===== config.mk =====
export PLATFORM = sky130hd
export DESIGN_NAME = keyword_tokenizer
export DESIGN_NICKNAME = d
export VERILOG_FILES = /design/src/rtl/tok_pkg.sv /design/src/rtl/tok_fifo.sv /design/src/rtl/keyword_tokenizer.sv
export SDC_FILE = /design/constraint.sdc
export NUM_CORES = 1
export LEC_CHECK = 0
export BUFFER_PORTS_ARGS = -buffer_cell sky130_fd_sc_hd__buf_4
export CAP_MARGIN = 20
export CORE_MARGIN = 2
export CORE_UTILIZATION = 58
export CTS_BUF_LIST = sky130_fd_sc_hd__clkbuf_4 sky130_fd_sc_hd__clkbuf_8
export DETAILED_ROUTE_END_ITERATION = 10
export GPL_ROUTABILITY_DRIVEN = 0
export GPL_TIMING_DRIVEN = 0
export PLACE_DENSITY = 0.75
export SLEW_MARGIN = 15
export SYNTH_ARGS = -nofsm -noshare
export SYNTH_HDL_FRONTEND = slang
export SYNTH_HIERARCHICAL = 1
export SYNTH_SLANG_ARGS = --single-unit

===== constraint.sdc =====
create_clock -name clk -period 3 [get_ports clk]
set_input_delay 0.45 -clock clk [delete_from_list [all_inputs] [get_ports clk]]
set_output_delay 0.45 -clock clk [all_outputs]
set_load 0.02 [all_outputs]

===== src/rtl/tok_pkg.sv =====
// Shared encodings for the keyword tokenizer: token codes, word FSM states, delimiter bytes.
// Purely declarative; no latency or backpressure of its own.
// Helpers are combinational and are used by the classifier in keyword_tokenizer.
package tok_pkg;

    typedef enum logic [1:0] {
        TOK_EOS   = 2'd0,
        TOK_BEGIN = 2'd1,
        TOK_END   = 2'd2,
        TOK_OTHER = 2'd3
    } tok_t;

    typedef enum logic [3:0] {
        ST_IDLE  = 4'd0,
        ST_B1    = 4'd1,
        ST_B2    = 4'd2,
        ST_B3    = 4'd3,
        ST_B4    = 4'd4,
        ST_BFULL = 4'd5,
        ST_E1    = 4'd6,
        ST_E2    = 4'd7,
        ST_EFULL = 4'd8,
        ST_OTHER = 4'd9
    } word_st_t;

    localparam logic [7:0] CH_SPACE = 8'h20;
    localparam logic [7:0] CH_TAB   = 8'h09;
    localparam logic [7:0] CH_LF    = 8'h0A;
    localparam logic [7:0] CH_CR    = 8'h0D;

    function automatic logic is_delim(input logic [7:0] c);
        return (c == CH_SPACE) || (c == CH_TAB) || (c == CH_LF) || (c == CH_CR);
    endfunction

    function automatic logic [7:0] to_lower(input logic [7:0] c);
        return ((c >= 8'h41) && (c <= 8'h5A)) ? (c + 8'h20) : c;
    endfunction

    // Only a fully matched keyword classifies; every other unfinished word is OTHER.
    function automatic tok_t word_tok(input word_st_t s);
        tok_t t;
        case (s)
            ST_BFULL: t = TOK_BEGIN;
            ST_EFULL: t = TOK_END;
            default:  t = TOK_OTHER;
        endcase
        return t;
    endfunction

endpackage


===== src/rtl/tok_fifo.sv =====
// Token FIFO: DEPTH x 2-bit, two write ports (slot 0 lands before slot 1), one read port.
// Latency: a write at edge N is visible on rd_vld/rd_dat after edge N; rd_dat is a register output.
// Backpressure: none internally; the writer must gate on count so that two slots are always free.
module tok_fifo #(
    parameter int DEPTH = 4
) (
    input  logic                     clk,
    input  logic                     reset,
    input  logic                     wr0_vld,
    input  logic [1:0]               wr0_dat,
    input  logic                     wr1_vld,
    input  logic [1:0]               wr1_dat,
    input  logic                     rd_rdy,
    output logic                     rd_vld,
    output logic [1:0]               rd_dat,
    output logic [$clog2(DEPTH):0]   count
);

    localparam int AW = $clog2(DEPTH);
    localparam int CW = AW + 1;

    logic [1:0]    mem [DEPTH];
    logic [AW-1:0] wr_ptr;
    logic [AW-1:0] rd_ptr;
    logic [AW-1:0] wr_ptr_b;
    logic [CW-1:0] n_push;
    logic          pop;

    assign pop      = rd_rdy && (count != '0);
    assign n_push   = CW'(wr0_vld) + CW'(wr1_vld);
    // Second write packs directly behind the first so a lone wr1 still lands at wr_ptr.
    assign wr_ptr_b = wr_ptr + AW'(wr0_vld);

    always_ff @(posedge clk or negedge reset) begin
        if (!reset) begin
            for (int i = 0; i < DEPTH; i++) begin
                mem[i] <= '0;
            end
            wr_ptr <= '0;
            rd_ptr <= '0;
            count  <= '0;
        end else begin
            if (wr0_vld) begin
                mem[wr_ptr] <= wr0_dat;
            end
            if (wr1_vld) begin
                mem[wr_ptr_b] <= wr1_dat;
            end
            wr_ptr <= wr_ptr + AW'(n_push);
            if (pop) begin
                rd_ptr <= rd_ptr + AW'(1);
            end
            count <= count + n_push - CW'(pop);
        end
    end

    assign rd_vld = (count != '0);
    assign rd_dat = mem[rd_ptr];

endmodule


===== src/rtl/keyword_tokenizer.sv =====
// Splits an ASCII stream into words and classifies each as BEGIN/END/OTHER (case-insensitive), plus EOS on in_last.
// Latency: token(s) for a character accepted at edge N appear on tok_valid/tok after edge N; no in->tok comb path.
// Backpressure: in_ready only while count <= FIFO_DEPTH-2; optional popped-token counter under TOK_COUNT_EN.
module keyword_tokenizer
    import tok_pkg::*;
#(
    parameter int FIFO_DEPTH = 4
) (
    input  logic        clk,
    input  logic        reset,
    input  logic        in_valid,
    input  logic [7:0]  in,
    input  logic        in_last,
    output logic        in_ready,
    output logic        tok_valid,
    output logic [1:0]  tok,
    input  logic        tok_ready
`ifdef TOK_COUNT_EN
    ,
    output logic [15:0] tok_count
`endif
);

    localparam int CW = $clog2(FIFO_DEPTH) + 1;

    word_st_t      state;
    word_st_t      state_nxt;
    word_st_t      char_st;
    word_st_t      word_st;
    logic [7:0]    lc;
    logic          delim;
    logic          accept;
    logic          word_push;
    logic          wr0_vld;
    logic [1:0]    wr0_dat;
    logic          wr1_vld;
    logic [1:0]    wr1_dat;
    logic [CW-1:0] fifo_count;

    // Two free slots cover the worst case of word token plus EOS from one character.
    assign in_ready = reset && (fifo_count <= CW'(FIFO_DEPTH - 2));
    assign accept   = in_valid && in_ready;
    assign lc       = to_lower(in);
    assign delim    = is_delim(in);

    always_ff @(posedge clk or negedge reset) begin
        if (!reset) begin
            state <= ST_IDLE;
        end else begin
            state <= state_nxt;
        end
    end

    always_comb begin
        char_st = ST_OTHER;
        case (state)
            ST_IDLE: begin
                if (lc == "b") begin
                    char_st = ST_B1;
                end else if (lc == "e") begin
                    char_st = ST_E1;
                end
            end
            ST_B1:   if (lc == "e") char_st = ST_B2;
            ST_B2:   if (lc == "g") char_st = ST_B3;
            ST_B3:   if (lc == "i") char_st = ST_B4;
            ST_B4:   if (lc == "n") char_st = ST_BFULL;
            ST_E1:   if (lc == "n") char_st = ST_E2;
            ST_E2:   if (lc == "d") char_st = ST_EFULL;
            default: char_st = ST_OTHER;
        endcase
    end

    always_comb begin
        state_nxt = state;
        word_st   = state;
        word_push = 1'b0;
        wr0_vld   = 1'b0;
        wr0_dat   = TOK_EOS;
        wr1_vld   = 1'b0;
        wr1_dat   = TOK_EOS;
        if (accept) begin
            if (delim) begin
                word_push = (state != ST_IDLE);
                word_st   = state;
                state_nxt = ST_IDLE;
            end else begin
                // A word character on in_last always leaves a non-IDLE word to close.
                word_push = in_last;
                word_st   = char_st;
                state_nxt = char_st;
            end
            if (in_last) begin
                state_nxt = ST_IDLE;
            end
            wr0_vld = word_push || in_last;
            wr0_dat = word_push ? word_tok(word_st) : TOK_EOS;
            wr1_vld = word_push && in_last;
            wr1_dat = TOK_EOS;
        end
    end

    tok_fifo #(
        .DEPTH (FIFO_DEPTH)
    ) u_fifo (
        .clk     (clk),
        .reset   (reset),
        .wr0_vld (wr0_vld),
        .wr0_dat (wr0_dat),
        .wr1_vld (wr1_vld),
        .wr1_dat (wr1_dat),
        .rd_rdy  (tok_ready),
        .rd_vld  (tok_valid),
        .rd_dat  (tok),
        .count   (fifo_count)
    );

`ifdef TOK_COUNT_EN
    always_ff @(posedge clk or negedge reset) begin
        if (!reset) begin
            tok_count <= '0;
        end else if (tok_valid && tok_ready && (tok_count != 16'hFFFF)) begin
            tok_count <= tok_count + 16'd1;
        end
    end
`endif

endmodule


==> results.py, run 1 <==
metrics = {
    "synthesis": {
        "ys_seq_area_frac": 0.3035,
        "yosysMostFrequentCell": "dfrtp_1",
        "synth_edf_count": 0,
        "synthTopCellsByArea": "dfrtp_1 (30%), mux2_2 (10%), ha_1 (5.6%)",
        "syn_inst": 154,
        "yosysUniqueCellTypes": 53,
        "synth_top_area_share": 0.3035,
        "ys.flop_type": "dfrtp_1",
        "syn-cell-area_mm2": 0.001567,
        "synthArstFlopShare": 1.000,
        "ys_ff_latch": 19,
        "yosys_warnings": 6,
        "synth_common_cells": "dfrtp_1 (19), mux2_2 (14), inv_1 (13)",
        "avgSynthCellArea_um2": 10.17,
        "synth_top_area_cell": "dfrtp_1",
    },
    "timing": {
        "period_minus_slack_ns": 2.948,
        "clock_skew_ns": 0.007806,
        "post-route-period-util": 0.9827,
        "slew_violations": 0,
        "setup_viol_count_final": 0,
        "timing.final.ws_setup_ns": 0.05182,
        "fin_tns_setup_ns": 0,
        "finalHoldViolations": 0,
        "slew_headroom": 0.4081,
        "rsz0062_at_grt": "yes",
        "worst_pin_slew_ns": 0.8849,
        "max_freq_mhz": 339.2,
    },
    "layout": {
        "nets": 206,
        "regArea_um2": 475.5,
        "final_core_util": 0.7470,
        "syn2layout_area_growth_pct": 20.29,
        "drive_gt1_frac": 0.3587,
        "n_fill_cell": 174,
        "multi_input_area_mm2": 0.001066,
        "fin_area_mm2": 0.001884,
        "antenna_cells": 0,
    },
    "global_routing": {
        "overflow": 0,
        "antenna_found_initial": 0,
        "grt_max_degree": 21,
        "track_usage": 0.2267,
        "grt_pass1_vias": 1281,
        "grt_pass1_wl_mm": 5.664,
    },
    "routing": {
        "dr.pass1.iters": 4,
        "num_vias": 1273,
        "drt_iter0_markers": 131,
        "post_drt_wl_per_cell_um": 15.38,
        "routed_wl_mm": 3.291,
        "antenna_left": 0,
        "vias_per_cell": 5.949,
        "drc": 0,
    },
    "worst_setup_path": {
        "reg2reg_depth": 12,
        "end_kind": "flop",
        "criticalPathCategory": "input pin to flop",
        "critical_path_required_ns": 3.19,
        "arrival_ns": 3.13,
        "crit_fanout": 9,
        "startpoint_type": "input pin",
    },
    "clocking": {
        "cts_buffers": 3,
        "clock_sinks": 19,
        "cts_max_path_buffers": 2,
        "cts.clk_slew.worst_paths_ns": 0.10,
        "cts_tree": "yes",
        "h-tree-depth": 1,
        "insertion_delay_ns": 0.30,
        "root_buffer": "clkbuf_4",
    },
    "placed_design": {
        "place_area_mm2": 0.001755,
        "dp_hpwl_mm": 2.510,
        "port_buffers": 13,
        "pre_cts_ws_ns": -0.4220,
    },
    "floorplan": {
        "initial_utilization": 0.6210,
        "die_h_um": 55.97,
        "rows": 18,
        "io_pins": 17,
        "die-area_mm2": 0.003133,
        "core_mm2": 0.002522,
        "die_x_um": 55.97,
    },
    "flow_run": {
        "maxCapViolCount": 0,
    },
    "power": {
        "total_power_w": 0.001300,
        "powerDensity_mw_per_mm2": 689.7,
        "p_leak_nw": 0.8451,
        "vdd_drop_max_mv": 0.6046,
    },
    "worst_hold_path": {
        "min_path_cells": 2,
        "worst_hold_path_type": "input pin to flop",
    },
    "outcome": {
        "status": "finished clean",
    },
}
-- where the power goes --
| part | internal (W) | leakage, nW | total [W] | switching, W |
|---|---|---|---|---|
| clock | 0.0000609 | 0.0184 | 0.000138 | 0.0000768 |
| sequential | 0.000366 | 0.241 | 0.000486 | 0.000120 |
| combinational | 0.000363 | 0.585 | 0.000675 | 0.000313 |
-- critical path: stages --
cell and delay [ns]:
buf_2 0.15, or4b_4 0.51, o31ai_4 0.09, o211ai_4 0.13
nor2_4 0.13, nor3_2 0.05, a21o_1 0.21, ha_4 0.28
inv_1 0.03, ha_1 0.27, inv_1 0.04, ha_2 0.16
fa_2 0.35, xnor2_2 0.14, xnor2_1 0.13
-- state kept, by name, indices dropped and copies added, names as in the netlist --
signal         flops
u_fifo/wr_ptr      2
u_fifo/count       3
u_fifo/mem         8
u_fifo/rd_ptr      2
state              4
-- kinds of logic after synthesis --
logic type | count (synthesis) | share of synthesized area
AO/OA/AOI/OAI | 35 | 0.1981
XOR/XNOR | 7 | 0.03914
adder cells (fa/ha/maj) | 8 | 0.06869
buffers and inverters | 20 | 0.07189
flip-flops | 19 | 0.3035
multiplexers | 18 | 0.1438
other | 1 | 0.002394
AND/OR/NAND/NOR | 46 | 0.1725
-- routing by layer --
metal  GRT usage  up-vias  wire (um)
li1            -      625          -
met1      0.2744      612       1355
met2      0.4017       25       1747
met3     0.03023       11         95
met4     0.09524        0         93
met5           0        -          0
-- per-stage QoR --
stage               hold WS (ns)  cells
floorplan                 0.1544    161
global placement          0.3330    204
detailed placement        0.3385    204
CTS                     0.002291    213
global route              0.3795    214
finish                    0.3782    214
-- final timing paths --
kind | start | slack (ns) | endpoint
max in group asynchronous | reset | 1.67 | u_fifo/count[1]$_DFF_PN0_
max | in[2] | 0.05 | u_fifo/count[2]$_DFF_PN0_
min in group asynchronous | reset | 0.79 | u_fifo/mem[4]$_DFF_PN0_
min reg2reg | u_fifo/count[2]$_DFF_PN0_ | 0.56 | u_fifo/count[2]$_DFF_PN0_
max reg2reg | u_fifo/count[0]$_DFF_PN0_ | 0.16 | u_fifo/count[2]$_DFF_PN0_
min | in_last | 0.38 | state[1]$_DFFE_PN0P_
-- layout make-up --
type / count / share of cell area
buffer: 6 / 0.03718
clock buffer: 4 / 0.01594
inverter: 13 / 0.02590
multi-input combinational: 122 / 0.5657
sequential: 19 / 0.2523
tap: 30 / 0.01992
timing repair buffer: 20 / 0.08300
-- cell usage in the layout (no fill, tap or decap), types with 5 or more instances in the layout --
master   synthesis  layout
buf_4            0      18
conb_1           1       8
dfrtp_1         19      19
ha_1             7       5
inv_1           13      13
mux2_2          14      14
nand2_1          9       9
nand3_1          7       7
nor2_1           6       5
o21ai_0          5       5
or3_1            5       5
xnor2_1          6       5
-- what timing repair did --
item	CTS	global route
gates resized for setup	3	4
setup endpoints to repair	1	5
setup buffers	5	1
hold endpoints to repair	0	19
hold buffers	0	1
pin swaps	2	1
Note: power is estimated with default switching activity, not from simulation.
==> inputs of run 2 (changes only) <==
--- a/config.mk
+++ b/config.mk
@@ -9,7 +9,6 @@
 export CAP_MARGIN = 20
 export CORE_MARGIN = 2
 export CORE_UTILIZATION = 58
-export CTS_BUF_LIST = sky130_fd_sc_hd__clkbuf_4 sky130_fd_sc_hd__clkbuf_8
 export DETAILED_ROUTE_END_ITERATION = 10
 export GPL_ROUTABILITY_DRIVEN = 0
 export GPL_TIMING_DRIVEN = 0
==> constraint.sdc (replaced) <==
create_clock -name clk -period 2.9 [get_ports clk]
set_input_delay 0.435 -clock clk [delete_from_list [all_inputs] [get_ports clk]]
set_output_delay 0.435 -clock clk [all_outputs]
set_load 0.02 [all_outputs]
==> run 2 against run 1 <==
The flow now finishes with violations (negative setup slack); sequential power up 4.5%; via count increased by 2.1%; design area up 1.1%; highest routed layer unchanged; clock power is 4% lower.
==> results.py, run 2 (synthesis results as in run 1) <==
metrics = {
    "outcome": {
        "status": "finished, violations left",
        "failed_checks": "negative setup slack",
    },
    "worst_setup_path": {
        "slowest_stage": "or4b_4",
        "criticalPathCategory": "input pin to flop",
        "critical_path_required_ns": 3.09,
        "startpoint_type": "input pin",
        "reg2reg_depth": 14,
        "reg2reg_slack_ns": 0.04,
        "rr_endpoint": "u_fifo/count[2]$_DFF_PN0_",
        "critPathMaxStageDelay_ns": 0.54,
        "path_cells": "buf_8, or4b_4, o31ai_4, o211ai_4, nor2_4, nor3_2, a21o_1, ha_4, inv_2, ha_4, inv_2, ha_4, fa_2, xnor2_2, xnor2_1",
        "crit_fanout": 9,
        "end_kind": "flop",
        "arrival_ns": 3.10,
        "worst_path_most_repeated_cell": "ha_4",
        "r2r-start": "state[2]$_DFFE_PN0P_",
    },
    "timing": {
        "max_freq_mhz": 342.6,
        "timing.final.ws_setup_ns": -0.01923,
        "finalHoldViolations": 0,
        "clock_skew_ns": 0.003219,
        "post-route-period-util": 1.007,
        "rsz0062_at_grt": "yes",
        "fin_tns_setup_ns": -0.01923,
        "setup_viol_count_final": 1,
        "slew_headroom": 0.4226,
        "hold-worst-slack_ns": 0.3672,
        "slew_violations": 0,
        "period_minus_slack_ns": 2.919,
        "worst_pin_slew_ns": 0.8632,
    },
    "routing": {
        "routed_wl_mm": 3.423,
        "num_vias": 1300,
        "drc": 0,
        "dr.pass1.iters": 4,
        "post_drt_wl_per_cell_um": 16.00,
        "antenna_left": 0,
        "vias_per_cell": 6.075,
        "drt_iter0_markers": 110,
    },
    "layout": {
        "top_regs": "u_fifo/mem: 8 flops, state: 4 flops, u_fifo/count: 3 flops",
        "final_common_cell": "buf_4",
        "regMostFlops": "u_fifo/mem",
        "largest_reg_flops": 8,
        "final_cell_mix": "buf_4 (20), dfrtp_1 (19), mux2_2 (14)",
        "nets": 206,
        "drive_gt1_frac": 0.3750,
        "antenna_cells": 0,
        "syn2layout_area_growth_pct": 21.57,
    },
    "floorplan": {
        "die_h_um": 55.97,
        "die_x_um": 55.97,
        "rows": 18,
        "io_pins": 17,
        "initial_utilization": 0.6210,
        "core_mm2": 0.002522,
        "die-area_mm2": 0.003133,
    },
    "global_routing": {
        "track_usage": 0.2332,
        "grt_pass1_wl_mm": 5.823,
        "overflow": 0,
        "antenna_found_initial": 0,
        "grt_max_degree": 20,
        "grt_pass1_vias": 1272,
    },
    "power": {
        "powerDensity_mw_per_mm2": 721.2,
        "internal_power_w": 0.0008225,
        "total_power_w": 0.001373,
        "switchingPower_w": 0.0005509,
        "p_sw_frac": 0.4011,
        "clkPwrFrac": 0.096,
        "vdd_drop_max_mv": 0.6065,
        "power_frac_comb": 0.534,
        "p_seq_frac": 0.370,
        "p_leak_nw": 0.8434,
    },
    "placed_design": {
        "port_buffers": 13,
        "dp_hpwl_mm": 2.510,
    },
    "worst_hold_path": {
        "worst_hold_path_type": "input pin to flop",
        "holdCritStartpoint": "in_last",
        "min_path_cells": 2,
        "hold_end": "state[1]$_DFFE_PN0P_",
    },
    "clocking": {
        "cts_buffers": 3,
        "cts.clk_slew.worst_paths_ns": 0.10,
        "cts_max_path_buffers": 2,
        "cts_tree": "yes",
        "clock_sinks": 19,
        "root_buffer": "clkbuf_4",
        "h-tree-depth": 1,
        "insertion_delay_ns": 0.30,
    },
    "flow_run": {
        "maxCapViolCount": 0,
    },
}
-- run 2: cell counts in the layout (fill, tap and decap cells not counted) --
No cell type changed its count.
-- run 2: through the flow --
step	cells	util	cell area [um2]	setup slack [ns]
finish	214	0.7550	1904	-0.01923
global route	214	0.7550	1904	-0.08007
CTS	214	0.7480	1887	-0.03627
detailed placement	204	0.6959	1755	-0.5070
global placement	204	0.6959	1755	-0.4058
floorplan	161	-	1620	-0.2831
-- run 2: routing by layer --
metal,global-route usage,part of all wire,up-vias
met2,0.4067,0.53,40
met5,0,0,-
li1,-,-,626
met4,0.09524,0.026,0
met1,0.2898,0.41,623
met3,0.03023,0.033,11
-- run 2: worst max-delay path: cells and delay by family --
kind | cells | cell delay [ns]
simple gates | 3 | 0.73
fa+ha+maj | 4 | 1.02
compound gates | 3 | 0.42
xor+xnor | 2 | 0.28
buf+inv | 3 | 0.19
-- run 2: what timing repair did --
item | 4_1_cts | 5_1_grt
setup buffers | 5 | 1
hold buffers | 1 | 0
pin swaps | 2 | 2
hold endpoints to repair | 19 | 0
gates cloned | 0 | 0
gates resized for setup | 9 | 4
setup endpoints to repair | 3 | 5
-- run 2: area by class of cell --
type	instances	area, um2
clock buffers	4	26.28
well taps	30	37.54
repair buffers	20	152.6
plain buffers	6	72.57
inverters	13	48.80
fillers	171	618.1
multi-input cells	122	1091
flip-flops and latches	19	475.5
-- run 2: power groups by stage --
stage | logic [W] | registers (W) | clock network [W]
after global routing | 0.000789 | 0.000518 | 0.000148
final | 0.000733 | 0.000508 | 0.000132
after CTS | 0.000715 | 0.000503 | 0.000138
after detailed placement | 0.000661 | 0.000503 | 0
after floorplan | 0.000515 | 0.000465 | 0
after global placement | 0.000622 | 0.000493 | 0
-- run 2: how the worst max path moves through the flow --
stage	from	endpoint	slack [ns]
floorplan	in[0]	u_fifo/count[2]$_DFF_PN0_	-0.28
global placement	in[0]	u_fifo/count[2]$_DFF_PN0_	-0.41
detailed placement	in[0]	u_fifo/count[2]$_DFF_PN0_	-0.51
CTS	in[0]	u_fifo/count[2]$_DFF_PN0_	-0.04
global route	in[0]	u_fifo/count[2]$_DFF_PN0_	-0.08
finish	in[0]	u_fifo/count[2]$_DFF_PN0_	-0.02
==> inputs of run 3 (changes only) <==
--- a/config.mk
+++ b/config.mk
@@ -10,9 +10,9 @@
 export CORE_MARGIN = 2
 export CORE_UTILIZATION = 58
 export DETAILED_ROUTE_END_ITERATION = 10
-export GPL_ROUTABILITY_DRIVEN = 0
 export GPL_TIMING_DRIVEN = 0
 export PLACE_DENSITY = 0.75
+export SETUP_SLACK_MARGIN = 0.4
 export SLEW_MARGIN = 15
 export SYNTH_ARGS = -nofsm -noshare
 export SYNTH_HDL_FRONTEND = slang
==> run 3 against run 2 <==
Clock skew hardly changed; clock power up 5%; non-clock buffer count grew 11; wire length rose by 13%; combinational power up 23%; hold slack gained 0.017 ns; design area grew 13%; the flow now finishes without violations; global-route usage up 3.4 points.
==> results.py, run 3 (synthesis results as in run 1) <==
metrics = {
    "floorplan": {
        "initial_utilization": 0.6210,
        "die-area_mm2": 0.003133,
        "io_pins": 17,
        "die_h_um": 55.97,
        "die_x_um": 55.97,
        "rows": 18,
        "core_mm2": 0.002522,
    },
    "worst_setup_path": {
        "path_cells": "buf_12, or4b_4, o31ai_4, o211ai_4, nor2_4, nor3_4, a21o_1, ha_4, inv_2, ha_4, inv_4, ha_4, fa_2, xnor2_2, xnor2_1",
        "crit_fanout": 6,
        "critical_path_required_ns": 3.09,
        "worst_path_most_repeated_cell": "ha_4",
        "critPathTopFamily": "adder cells",
        "slowest_stage": "or4b_4",
        "critPathMaxStageDelay_ns": 0.54,
        "arrival_ns": 3.09,
        "end_kind": "flop",
        "criticalPathCategory": "input pin to flop",
        "path_buf_inv": 3,
        "startpoint_type": "input pin",
    },
    "flow_run": {
        "maxCapViolCount": 0,
    },
    "placed_design": {
        "port_buffers": 13,
        "place_inst": 204,
        "place_congestion": 0.9424,
        "dp_hpwl_mm": 2.497,
        "pre_cts_ws_ns": -0.4570,
    },
    "timing": {
        "post-route-period-util": 0.9991,
        "finalHoldViolations": 0,
        "hold-worst-slack_ns": 0.3846,
        "slew_violations": 0,
        "period_minus_slack_ns": 2.898,
        "timing.final.ws_setup_ns": 0.002468,
        "rsz0062_at_grt": "yes",
        "worst_pin_slew_ns": 0.8733,
        "max_freq_mhz": 345.1,
        "slew_headroom": 0.4159,
        "setup_viol_count_final": 0,
        "clock_skew_ns": 0.002853,
    },
    "layout": {
        "nets": 217,
        "final_common_cell": "buf_4",
        "n_fill_cell": 134,
        "top_regs": "u_fifo/mem: 8 flops, state: 4 flops, u_fifo/count: 3 flops",
        "syn2layout_area_growth_pct": 36.82,
        "multi_input_area_mm2": 0.001226,
        "drive_gt1_frac": 0.4769,
        "final_cell_mix": "buf_4 (28), dfrtp_1 (18), inv_1 (11)",
        "regMostFlops": "u_fifo/mem",
        "regArea_um2": 476.7,
        "antenna_cells": 0,
        "largest_reg_flops": 8,
        "stdcell_count": 225,
    },
    "routing": {
        "drt_iter0_markers": 53,
        "antenna_left": 0,
        "num_vias": 1360,
        "drc": 0,
        "routed_wl_mm": 3.883,
        "vias_per_cell": 6.044,
        "dr.pass1.iters": 4,
        "post_drt_wl_per_cell_um": 17.26,
    },
    "global_routing": {
        "grt_max_degree": 20,
        "grt_pass1_vias": 1436,
        "antenna_found_initial": 0,
        "grt_pass1_wl_mm": 6.541,
        "overflow": 0,
        "track_usage": 0.2670,
    },
    "clocking": {
        "insertion_delay_ns": 0.30,
        "cts_max_path_buffers": 2,
        "root_buffer": "clkbuf_4",
        "cts_tree": "yes",
        "h-tree-depth": 1,
        "cts_buffers": 3,
        "clock_sinks": 19,
        "cts.clk_slew.worst_paths_ns": 0.11,
    },
    "worst_hold_path": {
        "worst_hold_path_type": "input pin to flop",
    },
    "power": {
        "vdd_drop_max_mv": 0.6726,
        "p_leak_nw": 0.9586,
        "powerDensity_mw_per_mm2": 725.6,
    },
    "outcome": {
        "status": "finished clean",
    },
}
==> run 3: changes by cell type in the layout (fill, tap and decap cells not counted), moves of 2 or more <==
cell and change:
mux2_4 +10, buf_4 +8, mux2_2 -8, ha_1 -2
ha_4 +2, mux2_1 -2
==> run 3: worst paths after layout <==
kind	from	endpoint	slack [ns]	cells after the start
min	in_last	state[1]$_DFFE_PN0P_	0.38	2
max	in[0]	u_fifo/count[2]$_DFF_PN0_	0.002	15
max in group asynchronous	reset	u_fifo/count[0]$_DFF_PN0_	1.52	2
max reg2reg	state[2]$_DFFE_PN0P_	u_fifo/count[2]$_DFF_PN0_	0.06	14
min in group asynchronous	reset	state[2]$_DFFE_PN0P_	0.79	2
min reg2reg	u_fifo/count[2]$_DFF_PN0_	u_fifo/count[2]$_DFF_PN0_	0.55	1
==> run 3: timing repair <==
| action | 4_1_cts | 5_1_grt |
|---|---|---|
| hold endpoints to repair | 19 | 0 |
| endpoints found under the setup margin | 11 | 10 |
| gates resized for setup | 25 | 14 |
| buffers inserted | 11 | 5 |
| hold buffers | 1 | 0 |
| pin swaps | 15 | 9 |
==> run 3: power by group <==
part,switching [W],internal (W),total (W)
logic,0.000391,0.000510,0.000901
clock network,0.0000862,0.0000525,0.000139
registers,0.000136,0.000380,0.000516
==> run 3: per-stage QoR <==
step | area [um2] | utilization | setup TNS [ns] | total power (W)
finish | 2143 | 0.8497 | 0 | 0.001555
global route | 2143 | 0.8497 | -0.02688 | 0.001675
CTS | 2042 | 0.8095 | 0 | 0.001485
detailed placement | 1782 | 0.7063 | -1.614 | 0.001190
global placement | 1782 | 0.7063 | -1.385 | 0.001147
floorplan | 1647 | - | -0.4450 | 0.001012
==> run 3: layout make-up <==
cell class              count  area share
clock buffers               3     0.01051
well taps                  30     0.01751
plain buffers               7     0.04203
inverters                  13     0.02393
repair buffers             30      0.1080
multi-input cells         122      0.5721
clock inverters             1    0.003503
flip-flops and latches     19      0.2224
==> run 3: layer usage <==
layer,GRT usage,part of all wire
met5,0,0
met2,0.4958,0.54
met1,0.3119,0.42
met4,0.07483,0.0075
met3,0.04651,0.029
